File: config.mk
export PLATFORM = sky130hd
export DESIGN_NAME = fetch_controller
export DESIGN_NICKNAME = d
export VERILOG_FILES = /design/src/rtl/fetch_controller.sv
export SDC_FILE = /design/constraint.sdc
export NUM_CORES = 1
export LEC_CHECK = 0
export CORE_MARGIN = 10
export CORE_UTILIZATION = 50
export CTS_CLUSTER_SIZE = 25
export DETAILED_ROUTE_END_ITERATION = 10
export PLACE_DENSITY = 0.85
export RECOVER_POWER = 50
export SYNTH_ARGS = -nofsm -noshare
export SYNTH_HDL_FRONTEND = slang
export SYNTH_SLANG_ARGS = --single-unit
File: constraint.sdc
create_clock -name clk -period 6 [get_ports clk]
set_clock_uncertainty 0.05 [all_clocks]
set_input_delay 1.2 -clock clk [delete_from_list [all_inputs] [get_ports clk]]
set_output_delay 1.2 -clock clk [all_outputs]
set_load 0.01 [all_outputs]
File: src/rtl/fetch_controller.sv
// Instruction fetch front end: PC sequencing against a one-cycle-latency RAM,
// with a 2-entry output FIFO, credit-based issue and redirect flush.
module fetch_controller #(
  parameter logic [15:0] RESET_PC = 16'h0000
) (
  input  logic        clk,
  input  logic        rst,
  input  logic        enable,
  input  logic        redirect,
  input  logic [15:0] redirect_pc,
  output logic [15:0] mem_a,
  input  logic [31:0] mem_rd,
  output logic        inst_valid,
  output logic [31:0] inst,
  output logic [15:0] inst_pc,
  input  logic        inst_ready
);

  logic [15:0] pc;
  logic        inflight;
  logic [15:0] tag;
  logic [1:0]  occ;
  logic [15:0] head_pc, tail_pc;
  logic [31:0] head_inst, tail_inst;

  logic       pop;
  logic       push;
  logic       issue;
  logic [2:0] credit;
  logic [1:0] push_idx;

  assign mem_a      = pc;
  assign inst_valid = (occ != 2'd0);
  assign inst       = inst_valid ? head_inst : 32'h0;
  assign inst_pc    = inst_valid ? head_pc : 16'h0;

  assign pop      = inst_valid & inst_ready;
  assign push     = inflight;
  // pop implies occ >= 1, so this never goes negative
  assign credit   = {1'b0, occ} + {2'b00, inflight} - {2'b00, pop};
  assign issue    = enable & ~redirect & (credit < 3'd2);
  assign push_idx = occ - {1'b0, pop};

  always_ff @(posedge clk or posedge rst) begin
    if (rst) begin
      pc        <= RESET_PC;
      inflight  <= 1'b0;
      tag       <= 16'h0;
      occ       <= 2'd0;
      head_pc   <= 16'h0;
      head_inst <= 32'h0;
      tail_pc   <= 16'h0;
      tail_inst <= 32'h0;
    end else if (redirect) begin
      pc       <= redirect_pc;
      inflight <= 1'b0;
      occ      <= 2'd0;
    end else begin
      if (pop) begin
        head_pc   <= tail_pc;
        head_inst <= tail_inst;
      end
      // later assignment wins over the shift when the push lands in the head slot
      if (push) begin
        if (push_idx == 2'd0) begin
          head_pc   <= tag;
          head_inst <= mem_rd;
        end else begin
          tail_pc   <= tag;
          tail_inst <= mem_rd;
        end
      end
      occ      <= occ + {1'b0, push} - {1'b0, pop};
      inflight <= issue;
      if (issue) begin
        tag <= pc;
        pc  <= pc + 16'd1;
      end
    end
  end

endmodule

== Word-level counts from Yosys, hierarchy flattened ==
Index checks and enable logic that the tools add are counted.
Storage, ports and cells
  register bits after elaboration: 131
  input port bits: 53
  output and inout port bits: 65
Cells by class
  add/sub/neg operators: 6
  $lt $le $gt $ge: 1
  muxes and demuxes: 12
  bitwise logic cells: 5
  reduce and logical (&&, ||, !) cells: 5
Operators with widths (number)
  $mux W32: 4
  $mux W16: 6
  $add A16 B1 Y16 const B: 1
  $reduce_bool A2 Y1: 2
  $sub A2 B1 Y2: 2
  $add A2 B1 Y3: 1
  $and A1 B1 Y1: 3
  $lt A3 B2 Y1 const B: 1
  $reduce_and A3 Y1: 1
  $sub A3 B1 Y3: 1
  $add A2 B1 Y2: 1
  $logic_not A2 Y1: 1
  $mux W2: 1
  $not A1 Y1: 2
  $reduce_and A2 Y1: 1
  $mux W1: 1

== Logic depth before layout (Yosys ltp) ==
  depth in word-level cells: 7
  mapped depth: 9
  depth with buffers taken out: 8

== Worst setup path after synthesis ==
OpenSTA, ideal clock, no wires.
  path kind: input -> register
  start point: input port inst_ready
  end point: register pc[13] (netlist: mem_a[13])
  setup time: 0.124 ns
  arrival time: 3.147 ns
  slack: 2.679 ns
  stages: 8
  cell sequence: nand3b_1 o21ai_2 ha_1 fa_1 nand2b_1 nor4_2 a41oi_1 o31a_1
On the way
  cells in the longest elaborated chain, start to end: 5
RTL lines
  start: declaration: line 16  | input logic inst_ready
  $and A1 B1 Y1: line 37  | assign pop = inst_valid & inst_ready;
  $sub A3 B1 Y3: line 40  | assign credit = {1'b0, occ} + {2'b00, inflight} - {2'b00, pop};
  $lt A3 B2 Y1: line 41  | assign issue = enable & ~redirect & (credit < 3'd2);
  $and A1 B1 Y1: line 41
  $reduce_bool A2 Y1 (no line)
  end signal: assignment: line 55  | pc <= redirect_pc;
  end signal: assignment: line 77  | pc <= pc + 16'd1;
  end: declaration: line 19  | logic [15:0] pc;
No other way between the ends.
A chain may end at the register's enable or synchronous reset.

== Worst setup path after layout ==
  start point: input port inst_ready
  end point: register tag[11]
On the way
  cells in the longest elaborated chain, start to end: 5
RTL lines
  $and A1 B1 Y1: line 37
  $sub A3 B1 Y3: line 40
  $lt A3 B2 Y1: line 41
  $and A1 B1 Y1: line 41
  $reduce_and A2 Y1 (no line)
  end signal: assignment: line 76  | tag <= pc;
  end: declaration: line 21  | logic [15:0] tag;
No other way between the ends.

==> impl_results.md <==
* PwrDens at 421.1 mW/mm^2
* Layout Utilization at 0.6841
* RSZ-0062 raised after global routing: false
* Num Clock Sinks at 131
* Crit start category: primary input
* Failing checks: max-capacitance violations, max-slew violations
* CTS tree: yes
* Diode count at 0
* Fillers at 830
* I/O pin total at 118
* Flops & latches, synth at 131
* Clock root buffer: clkbuf_16
* Post-synth cell types at 45
* Final setup viols at 0
* Iter 0 DRT Violations at 438
* GR Overflow Total at 0
* Clock transition at the registers of the reported paths at 0.05 ns
* CP max FO at 22
* ANT nets after route at 0
* Most frequent cells after synthesis: dfrtp_1, nor2b_1, mux2_2
* Avg Cell Area, Syn at 12.13 um^2
* H-Tree Depth at 4
* Mapped Area at 0.005944 mm^2
* YS warnings at 0
* Vias/cell at 5.769
* Hold Path Class: flip-flop to flip-flop
* Worst hold stages at 1
* Clock latency on the worst-skew pair at 0.41 ns
* Storage cell area at 0.003278 mm^2
* Clk buf depth at 2
* Dominant cell type by area after synthesis: dfrtp_1
* GRT Overall Usage at 0.1836
* First-pass GRT wire length at 24.78 mm
* Seq/Total Area, Yosys at 0.5515
* Post-synth EDFFs at 0
* Pin count of the biggest net entering global routing at 72
* Top-count cell post-synth: dfrtp_1
* Signal arrival time at the worst endpoint at 4.30 ns
* Ys async rst share at 1.000
* Post-CTS setup buffer count at 0
* Max Fclk at 0.2459 GHz
* Post-synth top flop: dfrtp_1
* Synth area leaders: dfrtp_1, mux2_2, nor2b_1
* CTS buffer count at 17
* Fin. Hold Viols at 0
* Footprint of the multi-input gates at 0.002527 mm^2
* DIE AREA at 0.01665 mm^2
* Vias post-DR at 4373
* Die height at 129.0 um
* Critical path required time at 6.23 ns
* Placement row count at 39
* Post-detail-place hpwl at 9.563 mm
* Initial antenna violation count at 0
* Initial Util at 0.5162
* VDD IR max at 187.7 uV
* Final Critical Period at 4.067 ns
* Setup TNS at 0 ns
* Post-synth net total at 547
* Share of cells above drive strength 1 at 0.1659
* WL final at 14.71 mm
* Placer Congestion at 0.8448
* Avg WL per Cell at 19.41 um
* Tcrit/Tclk final at 0.6778
* # DRC at 0
* Worst setup EP type: flip-flop
* Final net count at 659
* PortBufs at 117
* Worst reg-to-reg path cell count at 7
* Total of max-cap violations at 2
* Tightest Pin Transition at 2.309 ns
* Yosys top cell area share at 0.5515
* Synth Instances at 490
* Post-CTS resize count at 0
* Status: complete, but fails checks
* Leak at 3.427 nW
* Slew Viols, Final at 118
* Slew margin rel. at -0.5393
* CORE AREA at 0.01152 mm^2
* CTS Hold Buffers Added at 0
* Area Overhead vs Synth at 32.52%
* Vias in the first global route at 4749
* Die W at 129.0 um
* Hold_ws at 0.4486 ns
* Drt first pass iters at 4
* Critical setup path kind: primary input to flip-flop
==> worst paths after layout <==
check | start | end | slack (ns)
max | inst_ready | tag[11] | 1.93
min | tail_pc[5] | head_pc[5] | 0.45
max reg2reg | occ[0] | tag[11] | 2.73
min reg2reg | tail_pc[5] | head_pc[5] | 0.45
max in group asynchronous | rst | head_inst[10] | 2.06
min in group asynchronous | rst | head_inst[28] | 1.29
==> cells in the final DEF (no fill, tap or decap), types with 2 or more instances in the layout <==
cell and count:
o311ai_0 3, clkdlybuf4s50_1 99, a22oi_1 2, nor2_1 6
nand4_1 4, dfrtp_1 131, nand2_1 26, nor4_1 2
clkbuf_1 4, mux2_2 59, o21ai_0 15, and4_1 2
inv_1 11, nand2b_1 2, a221o_1 48, bufinv_16 4
dlygate4sd3_1 18, clkbuf_16 17, buf_4 5, nor2b_1 100
clkinv_2 3, xor2_1 2, mux2i_1 3, nor4b_1 2
nand3_1 6, nor3_1 2, clkbuf_8 3, xnor2_1 6
ha_1 3, o211ai_1 2, or4_1 2
==> area by class of cell <==
cell class / instances / share of cell area
flip-flops and latches: 131 / 0.4161
multi-input cells: 316 / 0.3208
repair buffers: 124 / 0.1545
clock buffers: 23 / 0.06067
well taps: 143 / 0.02271
clock inverters: 9 / 0.01922
inverters: 12 / 0.005877
==> metal layers <==
| layer | vias to the layer above | global-route usage | part of all wire |
|---|---|---|---|
| met4 | 0 | 0.06154 | 0.0094 |
| met5 | - | 0 | 0 |
| met2 | 169 | 0.2809 | 0.48 |
| li1 | 1992 | - | - |
| met3 | 15 | 0.05750 | 0.077 |
| met1 | 2197 | 0.2435 | 0.44 |
==> flip-flops by register name, indices dropped and copies added (netlist names) <==
register	cells
head_pc	16
mem_a	16
head_inst	32
occ	2
inflight	1
tail_inst	32
tail_pc	16
tag	16
==> critical path, stage by stage <==
cell and delay, ns:
dlygate4sd3_1 0.57, o21ai_0 0.44, ha_1 0.27, fa_1 0.47, nor3b_1 0.35, nand2_1 0.53
mux2_2 0.46
==> report_power, final <==
group / total (mW) / switching (mW) / internal (mW) / leakage (nW)
clock: 1.09 / 0.365 / 0.727 / 0.307
combinational: 0.819 / 0.326 / 0.493 / 1.46
sequential: 1.41 / 0.192 / 1.21 / 1.66
total: 3.32 / 0.884 / 2.43 / 3.43
==> logic make-up (layout without fill, tap and decap cells) <==
logic type / after synthesis / in the layout / share of synthesized area
AOI/OAI and AO/OA: 78 / 78 / 0.1143
xor gates and xnor gates: 8 / 8 / 0.01179
adders and majority gates: 4 / 4 / 0.009683
buffers and inverters: 43 / 168 / 0.03031
muxes: 62 / 62 / 0.1168
and+or+nand+nor: 164 / 164 / 0.1657
DFF: 131 / 131 / 0.5515
==> metrics by stage <==
| step | power [mW] | instance area [um^2] | worst slack, ns | std cells |
|---|---|---|---|---|
| floorplan | 1.919 | 5944 | 1.252 | 490 |
| global placement | 2.176 | 7259 | 1.801 | 726 |
| detailed placement | 2.231 | 7259 | 1.726 | 726 |
| CTS | 3.348 | 7889 | 2.133 | 758 |
| global route | 3.501 | 7878 | 1.319 | 758 |
| finish | 3.317 | 7878 | 1.933 | 758 |
(Power assumes the default switching activity.)
